==> src/rtl/bus_compare_ctrl.sv <==
`default_nettype none
// ============================================================================
//  Module      : bus_compare_ctrl
//  Description : Sequencer for the dual-channel bus comparator. Accepts one
//                word from each redundant channel, aligns the pair within a
//                bounded skew window, compares it and reports match, mismatch
//                or timeout. Latches a safety fault after ERR_LIMIT
//                consecutive error events.
//  Revision    : 1.0 - initial release
// ============================================================================
module bus_compare_ctrl #(
    parameter int DATA_W    = 32,
    parameter int SKEW_MAX  = 15,
    parameter int ERR_LIMIT = 3,
    parameter int CNT_W     = 16
) (
    input  logic              clk,
    input  logic              rst,
    input  logic              cmp_en,
    input  logic              a_valid,
    input  logic [DATA_W-1:0] a_data,
    output logic              a_ready,
    input  logic              b_valid,
    input  logic [DATA_W-1:0] b_data,
    output logic              b_ready,
    input  logic              fault_clr,
    output logic              match_pulse,
    output logic              mismatch_pulse,
    output logic              timeout_pulse,
    output logic [DATA_W-1:0] mm_xor,
    output logic              fault,
    output logic [CNT_W-1:0]  err_cnt
);

    // Skew counter only needs to reach SKEW_MAX-1 (cycles already waited).
    localparam int c_skew_w   = $clog2(SKEW_MAX + 1);
    // Consecutive-error counter holds 0..ERR_LIMIT.
    localparam int c_consec_w = $clog2(ERR_LIMIT + 1);

    localparam logic [c_skew_w-1:0]   c_skew_last = c_skew_w'(SKEW_MAX - 1);
    localparam logic [c_consec_w-1:0] c_err_limit = c_consec_w'(ERR_LIMIT);
    localparam logic [CNT_W-1:0]      c_cnt_max   = {CNT_W{1'b1}};

    typedef enum logic [2:0] {
        S_IDLE    = 3'd0,
        S_WAIT_A  = 3'd1,
        S_WAIT_B  = 3'd2,
        S_COMPARE = 3'd3,
        S_FAULT   = 3'd4
    } state_t;

    state_t              state_q, state_d;
    logic [c_skew_w-1:0]   skew_q, skew_d;
    logic [c_consec_w-1:0] consec_q, consec_d;
    logic [DATA_W-1:0]   a_hold_q, a_hold_d;
    logic [DATA_W-1:0]   b_hold_q, b_hold_d;
    logic [DATA_W-1:0]   mm_xor_q, mm_xor_d;
    logic [CNT_W-1:0]    err_cnt_q, err_cnt_d;
    logic                match_q, match_d;
    logic                mismatch_q, mismatch_d;
    logic                timeout_q, timeout_d;

    logic                w_a_hs;
    logic                w_b_hs;
    logic                w_err_event;

    // Ready decode from the current state; both forced low while in reset.
    always_comb begin
        a_ready = 1'b0;
        b_ready = 1'b0;
        if (!rst) begin
            case (state_q)
                S_IDLE: begin
                    a_ready = cmp_en;
                    b_ready = cmp_en;
                end
                S_WAIT_A: a_ready = 1'b1;
                S_WAIT_B: b_ready = 1'b1;
                default: begin
                    a_ready = 1'b0;
                    b_ready = 1'b0;
                end
            endcase
        end
    end

    assign w_a_hs = a_valid & a_ready;
    assign w_b_hs = b_valid & b_ready;

    // Next-state, holding registers, result pulses and error bookkeeping.
    always_comb begin
        state_d     = state_q;
        skew_d      = skew_q;
        consec_d    = consec_q;
        a_hold_d    = a_hold_q;
        b_hold_d    = b_hold_q;
        mm_xor_d    = mm_xor_q;
        err_cnt_d   = err_cnt_q;
        match_d     = 1'b0;
        mismatch_d  = 1'b0;
        timeout_d   = 1'b0;
        w_err_event = 1'b0;

        case (state_q)
            S_IDLE: begin
                skew_d = '0;
                if (w_a_hs) a_hold_d = a_data;
                if (w_b_hs) b_hold_d = b_data;
                if (w_a_hs && w_b_hs)  state_d = S_COMPARE;
                else if (w_a_hs)       state_d = S_WAIT_B;
                else if (w_b_hs)       state_d = S_WAIT_A;
            end
            S_WAIT_B: begin
                // Dropping the enable abandons the half-received pair silently.
                if (!cmp_en) begin
                    state_d = S_IDLE;
                end else if (w_b_hs) begin
                    // Arrival on the last allowed cycle still wins over expiry.
                    b_hold_d = b_data;
                    state_d  = S_COMPARE;
                end else if (skew_q == c_skew_last) begin
                    timeout_d   = 1'b1;
                    w_err_event = 1'b1;
                end else begin
                    skew_d = skew_q + c_skew_w'(1);
                end
            end
            S_WAIT_A: begin
                if (!cmp_en) begin
                    state_d = S_IDLE;
                end else if (w_a_hs) begin
                    a_hold_d = a_data;
                    state_d  = S_COMPARE;
                end else if (skew_q == c_skew_last) begin
                    timeout_d   = 1'b1;
                    w_err_event = 1'b1;
                end else begin
                    skew_d = skew_q + c_skew_w'(1);
                end
            end
            S_COMPARE: begin
                if (a_hold_q == b_hold_q) begin
                    match_d  = 1'b1;
                    consec_d = '0;
                    state_d  = S_IDLE;
                end else begin
                    mismatch_d  = 1'b1;
                    mm_xor_d    = a_hold_q ^ b_hold_q;
                    w_err_event = 1'b1;
                end
            end
            S_FAULT: begin
                if (fault_clr) begin
                    consec_d = '0;
                    state_d  = S_IDLE;
                end
            end
            default: begin
                state_d = S_IDLE;
            end
        endcase

        // Mismatch and timeout share the counting and the fault decision.
        if (w_err_event) begin
            if (err_cnt_q != c_cnt_max) begin
                err_cnt_d = err_cnt_q + CNT_W'(1);
            end
            consec_d = consec_q + c_consec_w'(1);
            state_d  = (consec_d == c_err_limit) ? S_FAULT : S_IDLE;
        end
    end

    // State and datapath registers with synchronous reset.
    always_ff @(posedge clk) begin
        if (rst) begin
            state_q    <= S_IDLE;
            skew_q     <= '0;
            consec_q   <= '0;
            a_hold_q   <= '0;
            b_hold_q   <= '0;
            mm_xor_q   <= '0;
            err_cnt_q  <= '0;
            match_q    <= 1'b0;
            mismatch_q <= 1'b0;
            timeout_q  <= 1'b0;
        end else begin
            state_q    <= state_d;
            skew_q     <= skew_d;
            consec_q   <= consec_d;
            a_hold_q   <= a_hold_d;
            b_hold_q   <= b_hold_d;
            mm_xor_q   <= mm_xor_d;
            err_cnt_q  <= err_cnt_d;
            match_q    <= match_d;
            mismatch_q <= mismatch_d;
            timeout_q  <= timeout_d;
        end
    end

    assign match_pulse    = match_q;
    assign mismatch_pulse = mismatch_q;
    assign timeout_pulse  = timeout_q;
    assign mm_xor         = mm_xor_q;
    assign err_cnt        = err_cnt_q;
    assign fault          = (state_q == S_FAULT);

endmodule
`default_nettype wire
==> config.mk <==
export PLATFORM = sky130hd
export DESIGN_NAME = bus_compare_ctrl
export DESIGN_NICKNAME = d
export VERILOG_FILES = /design/src/rtl/bus_compare_ctrl.sv
export SDC_FILE = /design/constraint.sdc
export NUM_CORES = 1
export LEC_CHECK = 0
export BUFFER_PORTS_ARGS = -buffer_cell sky130_fd_sc_hd__buf_2
export CORE_ASPECT_RATIO = 1.5
export CORE_MARGIN = 1.5
export CORE_UTILIZATION = 48
export CTS_CLUSTER_SIZE = 40
export DETAILED_ROUTE_END_ITERATION = 10
export PLACE_DENSITY = 0.75
export SLEW_MARGIN = 10
export SYNTH_ARGS = -nofsm -noshare
export SYNTH_HDL_FRONTEND = slang
export SYNTH_SLANG_ARGS = --single-unit
==> constraint.sdc <==
create_clock -name clk -period 2.25 [get_ports clk]
set_clock_uncertainty 0.05 [all_clocks]
set_input_delay 0.1125 -clock clk [delete_from_list [all_inputs] [get_ports clk]]
set_output_delay 0.1125 -clock clk [all_outputs]
set_load 0.1 [all_outputs]
# Word-level counts from Yosys, hierarchy flattened

Cells that the tools add are included.
W data, S select, Z words.

Add/subtract/negate cells: 3
Eq/ne operators: 17
Mux-type cells: 41
Bitwise gates (word level): 5
Reduce and logical (&&, ||, !) cells: 14

Operator list:

| cell                    | count |
|---|---|
| $mux W32                | 4 |
| $pmux W32 S2            | 2 |
| $mux W3                 | 11 |
| $eq A32 B32 Y1          | 1 |
| $xor A32 B32 Y32        | 1 |
| $mux W4                 | 5 |
| $add A16 B1 Y16 const B | 1 |
| $ne A16 B16 Y1 const B  | 1 |
| $pmux W3 S5             | 1 |
| $pmux W4 S3             | 1 |
| $reduce_and A5 Y1       | 2 |
| $mux W1                 | 9 |
| $ne A2 B2 Y1 const B    | 4 |
| $ne A4 B4 Y1 const B    | 2 |
| $reduce_and A2 Y1       | 4 |
| $eq A3 B2 Y1 const B    | 2 |
| $mux W2                 | 3 |
| $pmux W1 S2             | 3 |
| $reduce_bool A3 Y1      | 2 |
| $ne A5 B5 Y1 const B    | 1 |
| $add A4 B1 Y4 const B   | 1 |
| $eq A4 B4 Y1 const B    | 1 |
| $pmux W2 S2             | 1 |
| $reduce_bool A2 Y1      | 2 |
| 13 further kinds        | 15 |

Flip-flop bits (word level): 124
Input bits: 70
Output and inout bits: 54

# Depth between registers and ports, before layout

Gate-level depths: netlist of the first run.

Depth in word-level cells: 9
Gate-level depth with buffers: 8
Gate-level depth less buffers: 7

# Worst setup path after synthesis of the first run

OpenSTA, ideal clock, no wires.

Path type: register to register
Start point: register err_cnt_q[0], in the netlist err_cnt[0]
End point: register err_cnt_q[0], in the netlist err_cnt[0]
Setup time: 0.123 ns
Arrival: 2.826 ns
Data required time: 2.077 ns
Path slack: -0.749 ns
Cell stages (with the launch flop): 8
Path buffers: 1
Period minus slack after synthesis: 2.999 ns
Cells stage by stage: dfxtp_1 -> ha_1 -> nand3_1 -> or2_2 -> nor4_1 -> clkbuf_4 -> a21o_2 -> mux2_1

Word-level cells in the longest chain between the ends: 2
Elaborated cells between the ends (all ways): 3

Ends and longest elaborated chain:

| item                                                                    | RTL line | text |
|---|---|---|
| start: declaration                                                      | 58       | `logic [CNT_W-1:0] err_cnt_q, err_cnt_d;` |
| start signal: assignment                                                | 193      | `err_cnt_q <= err_cnt_d;` |
| parallel branches: the longest is 2 deep, another holds $add A16 B1 Y16 | --       |  |

Parallel ways; which one is timed is not known.
A chain may end at the register's enable or synchronous reset.

# Worst setup path after layout of the first run

Start point: register a_hold_q[0]
End point: register err_cnt_q[0], in the netlist err_cnt[0]

Word-level cells in the longest chain between the ends: 4

Ends and longest elaborated chain:

| item                        | RTL line | text |
|---|---|---|
| start: declaration          | 55       | `logic [DATA_W-1:0] a_hold_q, a_hold_d;` |
| start signal: assignment    | 190      | `a_hold_q <= a_hold_d;` |
| $eq A32 B32 Y1              | 142      | `if (a_hold_q == b_hold_q) begin` |
| $mux W1                     | 142      |  |
| $pmux W1 S3                 | 104      | `case (state_q)` |
| $reduce_and A2 Y1 (no line) | --       |  |

Every way passes these cells.

==> flow_metrics.env, run 1 <==
export IMPL_use_met3=0.0607
export IMPL_grt_pass1_vias=5577
export IMPL_crit_path_start_kind="flip-flop"
export IMPL_final_cell_mix="138 x nand2_1, 123 x buf_2, 102 x dfxtp_1, 68 x a21oi_1, 65 x dlygate4sd3_1"
export IMPL_wire_per_inst_um=17.1
export IMPL_grt_use_total=0.284
export IMPL_post_synth_top_area_cell="dfxtp_1"
export IMPL_grt_pass1_wl_um=25900
export IMPL_busiest_layer="met2"
export IMPL_fillCellCount=782
export IMPL_clk_latency_ps=420
export IMPL_netlist_area_leader_share=0.464
export IMPL_synth_cells=631
export IMPL_syn_avg_cell_area_um2=8.47
export IMPL_vias_per_cell=5.53
export IMPL_worstSetupEndpointType="flip-flop"
export IMPL_dominantRegCellSynth="dfxtp_1"
export IMPL_fp_coreArea_um2=10900
export IMPL_fmax_mhz=420
export IMPL_synthToLayoutAreaGrowth_pct=48.0
export IMPL_ys_seq_area_frac=0.464
export IMPL_path_max_fanout=17
export IMPL_hold_class="input pin to flip-flop"
export IMPL_nets=917
export IMPL_gp_congestion=0.848
export IMPL_drtPass1Iterations=5
export IMPL_ys_warn_count=0
export IMPL_fin_util=0.723
export IMPL_dieArea_um2=11800
export IMPL_htree_levels=4
export IMPL_drtAntennaViolNets=0
export IMPL_synth_fp_nets=705
export IMPL_criticalPathCategory="flip-flop to flip-flop"
export IMPL_die_x_um=89.2
export IMPL_hold_viol_final=0
export IMPL_io_buffers=123
export IMPL_synth_edff_count=0
export IMPL_final_max_slew_violation_count=0
export IMPL_io_pins=124
export IMPL_grt_use_met2=0.498
export IMPL_grt_overflow_total=0
export IMPL_critPathArrivalTime_ps=2630
export IMPL_synth_cell_type_count=45
export IMPL_final_common_cell="nand2_1"
export IMPL_cts_buffers=17
export IMPL_async_flop_share=0
export IMPL_rsz0062_at_grt="true"
export IMPL_fin_area_um2=7910
export IMPL_violations="setup timing"
export IMPL_cp_required_ps=2500
export IMPL_relSlewSlack=0.247
export IMPL_grt_util_met1=0.307
export IMPL_drive_gt1_frac=0.350
export IMPL_whs_ps=22.4
export IMPL_clock_sinks=124
export IMPL_fin_cells=1002
export IMPL_synth_cell_area_um2=5350
export IMPL_drc=0
export IMPL_grt_start_max_net_pins=111
export IMPL_period_share=1.06
export IMPL_insertedDiodeCount=0
export IMPL_worst_slack_ps=-129
export IMPL_ir_drop_mv=0.593
export IMPL_min_period_ps=2380
export IMPL_ys_top_cells_by_area="dfxtp_1 46%, nand2_1 9.7%, a21oi_1 6.4%"
export IMPL_start_util=0.489
export IMPL_maxCapViolCount=0
export IMPL_power_density_nw_per_um2=716
export IMPL_placed_cells=898
export IMPL_wl_um=17200
export IMPL_clockRootBuffer="clkbuf_16"
export IMPL_total_power_w=0.00566
export IMPL_synth_seq_cells=124
export IMPL_antenna_found_initial=0
export IMPL_row_count=47
export IMPL_status="complete, but fails checks"
export IMPL_tritoncts="yes"
export IMPL_fp_dieH_um=132
export IMPL_hpwl_um=10000
export IMPL_setup_viol=46
export IMPL_route_vias_total=5545
export IMPL_cellLeakagePower_nw=3.13
export IMPL_clk_path_buf_depth=2
export IMPL_clk_pin_slew_ps=50
export IMPL_drt_iter0_markers=327
export IMPL_place_area_um2=6300
export IMPL_worst_pin_slew_ps=1130
[synthesized netlist by cell type, types with 2 or more instances]
library cell	number
nand4_1	10
clkbuf_1	32
mux2_2	7
buf_6	4
buf_2	2
or4_4	2
inv_1	8
dfxtp_1	124
a2111oi_0	7
o32ai_1	2
nand2b_1	4
mux2i_1	5
nand2_1	138
mux2_4	7
or2_2	5
a21oi_2	2
a21oi_1	68
xor2_1	2
ha_1	4
nand3_1	12
a21o_1	2
buf_1	4
a211oi_1	32
nor2_1	66
a211oi_2	5
nor3_1	3
and3_1	2
xnor2_1	34
and4_1	2
a31oi_1	2
nor2b_1	18
nor4_1	2
o211ai_1	2
[cell families after synthesis]
family	synth area share
DFF	0.464
adders and majority gates	0.00936
xor gates and xnor gates	0.0590
muxes	0.0459
buffers and inverters	0.0454
and+or+nand+nor	0.219
AOI/OAI and AO/OA	0.157
[sequential cells by signal (all words and copies together) (netlist names)]
name	flops
mismatch_pulse	1
err_cnt	16
a_hold_q	32
skew_q	4
b_hold_q	32
match_pulse	1
consec_q	2
state_q	3
mm_xor	32
timeout_pulse	1
[through the flow]
step	setup TNS [ps]	worst slack (ps)
final	-2530	-129
after global routing	-6820	-228
after CTS	-806	-103
after detailed placement	-6800	-216
after global placement	-5930	-206
after floorplan	-57.8	-57.8
[power breakdown]
| group | leakage (nW) | switching (W) | internal [W] |
|---|---|---|---|
| Clock | 0.270 | 0.00100 | 0.00160 |
| Combinational | 1.84 | 0.000436 | 0.000317 |
| Sequential | 1.02 | 0.0000510 | 0.00225 |
| Total | 3.13 | 0.00149 | 0.00417 |
[per-layer routing]
metal | vias to the layer above | part of all wire | wire, µm
met5 | - | 0 | 0
met2 | 279 | 0.54 | 9190
met1 | 2637 | 0.36 | 6150
met4 | 0 | 0.040 | 681
li1 | 2558 | - | -
met3 | 71 | 0.066 | 1130
[worst paths after layout]
| path | slack [ps] | depth (start not counted) | to | start |
|---|---|---|---|---|
| worst max-delay path | -130 | 7 | err_cnt[0]$_SDFFE_PP0P_ | a_hold_q[0]$_SDFFE_PP0P_ |
| worst min-delay path | 20 | 2 | state_q[1]$_SDFFE_PP0P_ | cmp_en |
| worst max register to register | -130 | 7 | err_cnt[0]$_SDFFE_PP0P_ | a_hold_q[0]$_SDFFE_PP0P_ |
| worst min register to register | 420 | 2 | b_hold_q[0]$_SDFFE_PP0P_ | b_hold_q[0]$_SDFFE_PP0P_ |
[cell type report]
class,instances,area [µm²],area share
Clock buffer,21,472,0.0596
Sequential cell,124,2510,0.318
Timing Repair Buffer,237,1740,0.219
Tap cell,147,184,0.0233
Multi-Input combinational cell,455,2880,0.365
Clock inverter,10,90.1,0.0114
Inverter,8,30.0,0.00380
[worst max-delay path: stages (launching register included)]
cell      delay, ps
dfxtp_1         310
xnor2_1         250
nand2_1         100
or4_4           560
o311ai_4        340
buf_12          190
a21o_2          150
mux2_1          300
[timing repair]
action | 4_1_cts | 5_1_grt
pin swaps | 1 | 5
hold buffers | 65 | 0
gates resized for setup | 15 | 47
endpoints found under the setup margin | 53 | 53
endpoints found under the hold margin | 65 | 0
gates cloned | 0 | 6
setup buffers | 1 | 1
(Power assumes the default switching activity.)
==> inputs of run 2 (changes only) <==
--- a/config.mk
+++ b/config.mk
@@ -11,6 +11,8 @@
 export CORE_UTILIZATION = 48
 export CTS_CLUSTER_SIZE = 40
 export DETAILED_ROUTE_END_ITERATION = 10
+export GPL_TIMING_DRIVEN = 0
+export MAX_ROUTING_LAYER = met4
 export PLACE_DENSITY = 0.75
 export SLEW_MARGIN = 10
 export SYNTH_ARGS = -nofsm -noshare
==> constraint.sdc (replaced) <==
create_clock -name clk -period 1.9 [get_ports clk]
set_clock_uncertainty 0.05 [all_clocks]
set_input_delay 0.095 -clock clk [delete_from_list [all_inputs] [get_ports clk]]
set_output_delay 0.095 -clock clk [all_outputs]
set_load 0.1 [all_outputs]
==> run 2 against run 1 <==
Against the previous run:
- the run still ends with setup timing left
- critical path depth is the same
- clock power grew 26%
- combinational power grew 32%
- clock-buffer cell count shrank 1
- die area is the same
- critical endpoint is now mm_xor[3]$_SDFFE_PP0P_
- flip-flop and latch count is the same
- hold slack gained 130 ps
- routed wire length grew 24%
- largest power group unchanged
- register-to-register slack lost 490 ps
- fmax shrank 5.5%
- non-clock buffer count grew 19
- utilization grew 5.6 points
==> flow_metrics.env, run 2 (same netlist as run 1, synthesis figures left out) <==
export IMPL_fin_util=0.779
export IMPL_grt_pass1_vias=5597
export IMPL_drive_gt1_frac=0.406
export IMPL_reg2reg_to="mm_xor[3]$_SDFFE_PP0P_"
export IMPL_crit_path_start_kind="flip-flop"
export IMPL_cp_num_buf_inv=2
export IMPL_relSlewSlack=0.422
export IMPL_power_frac_clock=0.469
export IMPL_cellLeakagePower_nw=3.33
export IMPL_path_cells="xnor2_2, nand4_1, or4_4, o311a_4, buf_12, buf_8, a211oi_1"
export IMPL_critPathArrivalTime_ps=2770
export IMPL_fmax_mhz=397
export IMPL_violations="setup timing"
export IMPL_clk_latency_ps=430
export IMPL_nets=936
export IMPL_cp_required_ps=2150
export IMPL_min_period_ps=2520
export IMPL_wl_um=21300
export IMPL_insertedDiodeCount=0
export IMPL_p_switching_w=0.00194
export IMPL_row_count=47
export IMPL_vias_per_cell=5.91
export IMPL_cts_buffers=17
export IMPL_final_max_slew_violation_count=0
export IMPL_p_int_w=0.00507
export IMPL_hold_end="state_q[1]$_SDFFE_PP0P_"
export IMPL_status="complete, but fails checks"
export IMPL_regToRegStartpoint="b_hold_q[28]$_SDFFE_PP0P_"
export IMPL_dieArea_um2=11800
export IMPL_hold_class="input pin to flip-flop"
export IMPL_p_sw_frac=0.276
export IMPL_antenna_found_initial=0
export IMPL_criticalPathCategory="flip-flop to flip-flop"
export IMPL_synthToLayoutAreaGrowth_pct=59.4
export IMPL_clock_sinks=124
export IMPL_clk_path_buf_depth=2
export IMPL_start_util=0.489
export IMPL_fillCellCount=657
export IMPL_wire_per_inst_um=20.8
export IMPL_path_max_fanout=5
export IMPL_io_pins=124
export IMPL_tritoncts="yes"
export IMPL_power_density_nw_per_um2=822
export IMPL_clk_pin_slew_ps=60
export IMPL_fp_coreArea_um2=10900
export IMPL_crit_family="simple AND/OR/NAND/NOR gates"
export IMPL_hold_viol_final=0
export IMPL_htree_levels=4
export IMPL_combinationalPowerShare=0.142
export IMPL_slowest_delay_ps=500
export IMPL_worst_pin_slew_ps=867
export IMPL_grt_overflow_total=0
export IMPL_reg2reg_slack_ps=-620
export IMPL_setup_viol=55
export IMPL_die_x_um=89.2
export IMPL_maxCapViolCount=0
export IMPL_seqPwrFrac=0.389
export IMPL_slowest_stage="or4_4"
export IMPL_period_share=1.33
export IMPL_ir_drop_mv=0.909
export IMPL_drtAntennaViolNets=0
export IMPL_grt_pass1_wl_um=27800
export IMPL_io_buffers=122
export IMPL_grt_use_total=0.317
export IMPL_grt_start_max_net_pins=17
export IMPL_r2r_cells=7
export IMPL_clockRootBuffer="clkbuf_16"
export IMPL_rsz0062_at_grt="true"
export IMPL_gp_congestion=0.887
export IMPL_final_cell_mix="138 x nand2_1, 120 x buf_2, 96 x dfxtp_1, 66 x a21oi_1, 65 x dlygate4sd3_1"
export IMPL_whs_ps=156
export IMPL_drc=0
export IMPL_final_common_cell="nand2_1"
export IMPL_whs_path_depth=3
export IMPL_route_vias_total=6040
export IMPL_worst_slack_ps=-618
export IMPL_fp_dieH_um=132
export IMPL_worstSetupEndpointType="flip-flop"
export IMPL_total_power_w=0.00701
export IMPL_hp_start="cmp_en"
export IMPL_drtPass1Iterations=5
export IMPL_hpwl_um=10900
export IMPL_drt_iter0_markers=535
run 2: cell count changes in the layout (fill, tap and decap cells not counted), sizes merged:
cell | previous run | this run
buf | 169 | 158
bufinv | 1 | 2
clkbuf | 24 | 53
clkinvlp | 3 | 0
inv | 9 | 13
run 2: timing repair:
item | in CTS | in global routing
pin swaps | 13 | 36
gates resized for setup | 55 | 104
endpoints found under the hold margin | 65 | 0
buffers inserted | 11 | 10
setup endpoints to repair | 120 | 123
hold buffers | 65 | 0
gates cloned | 4 | 4
run 2: power groups by stage:
stage,Sequential [W],Clock [W],Combinational [W]
2_1_floorplan,0.00287,0,0.000362
3_3_place_gp,0.00276,0,0.000672
3_5_place_dp,0.00276,0,0.000688
4_1_cts,0.00271,0.00326,0.000844
5_1_grt,0.00273,0.00339,0.00103
6_report,0.00273,0.00328,0.000994
run 2: final cells by class:
type	instances	area, µm²	area share
flip-flops and latches	124	2550	0.299
clock buffers	20	457	0.0536
plain buffers	41	325	0.0382
repair buffers	215	1590	0.186
inverters	8	30.0	0.00352
multi-input cells	455	3260	0.382
clock inverters	12	135	0.0159
well taps	147	184	0.0216
run 2: worst reg2reg max path, stage by stage (launching register included):
cell	delay [ps]
dfxtp_1	340
xnor2_2	270
nand4_1	230
or4_4	500
o311a_4	380
buf_12	170
buf_8	140
a211oi_1	330
run 2: how the worst max path moves through the flow:
stage	end	startpoint	depth (start not counted)
final	mm_xor[3]$_SDFFE_PP0P_	b_hold_q[28]$_SDFFE_PP0P_	7
after floorplan	err_cnt[0]$_SDFFE_PP0P_	a_hold_q[10]$_SDFFE_PP0P_	7
after global placement	err_cnt[0]$_SDFFE_PP0P_	a_hold_q[5]$_SDFFE_PP0P_	7
after detailed placement	err_cnt[0]$_SDFFE_PP0P_	a_hold_q[5]$_SDFFE_PP0P_	7
after CTS	err_cnt[0]$_SDFFE_PP0P_	a_hold_q[21]$_SDFFE_PP0P_	8
after global routing	mm_xor[3]$_SDFFE_PP0P_	a_hold_q[6]$_SDFFE_PP0P_	7
run 2: metal layers:
layer	vias to the layer above	part of all wire	track usage	routed length, µm
met2	442	0.52	0.538	11000
li1	2609	-	-	-
met5	-	0	-	0
met4	0	0.061	0.155	1300
met1	2866	0.34	0.342	7250
met3	123	0.082	0.0664	1740
run 2: metrics by stage:
step | instances | setup WS, ps | TNS (ps) | cell area (µm²)
floorplan | 631 | -346 | -8670 | 5540
global placement | 900 | -864 | -41050 | 6330
detailed placement | 900 | -858 | -45030 | 6330
CTS | 1010 | -514 | -23850 | 7940
global route | 1022 | -595 | -28120 | 8520
finish | 1022 | -618 | -26840 | 8520
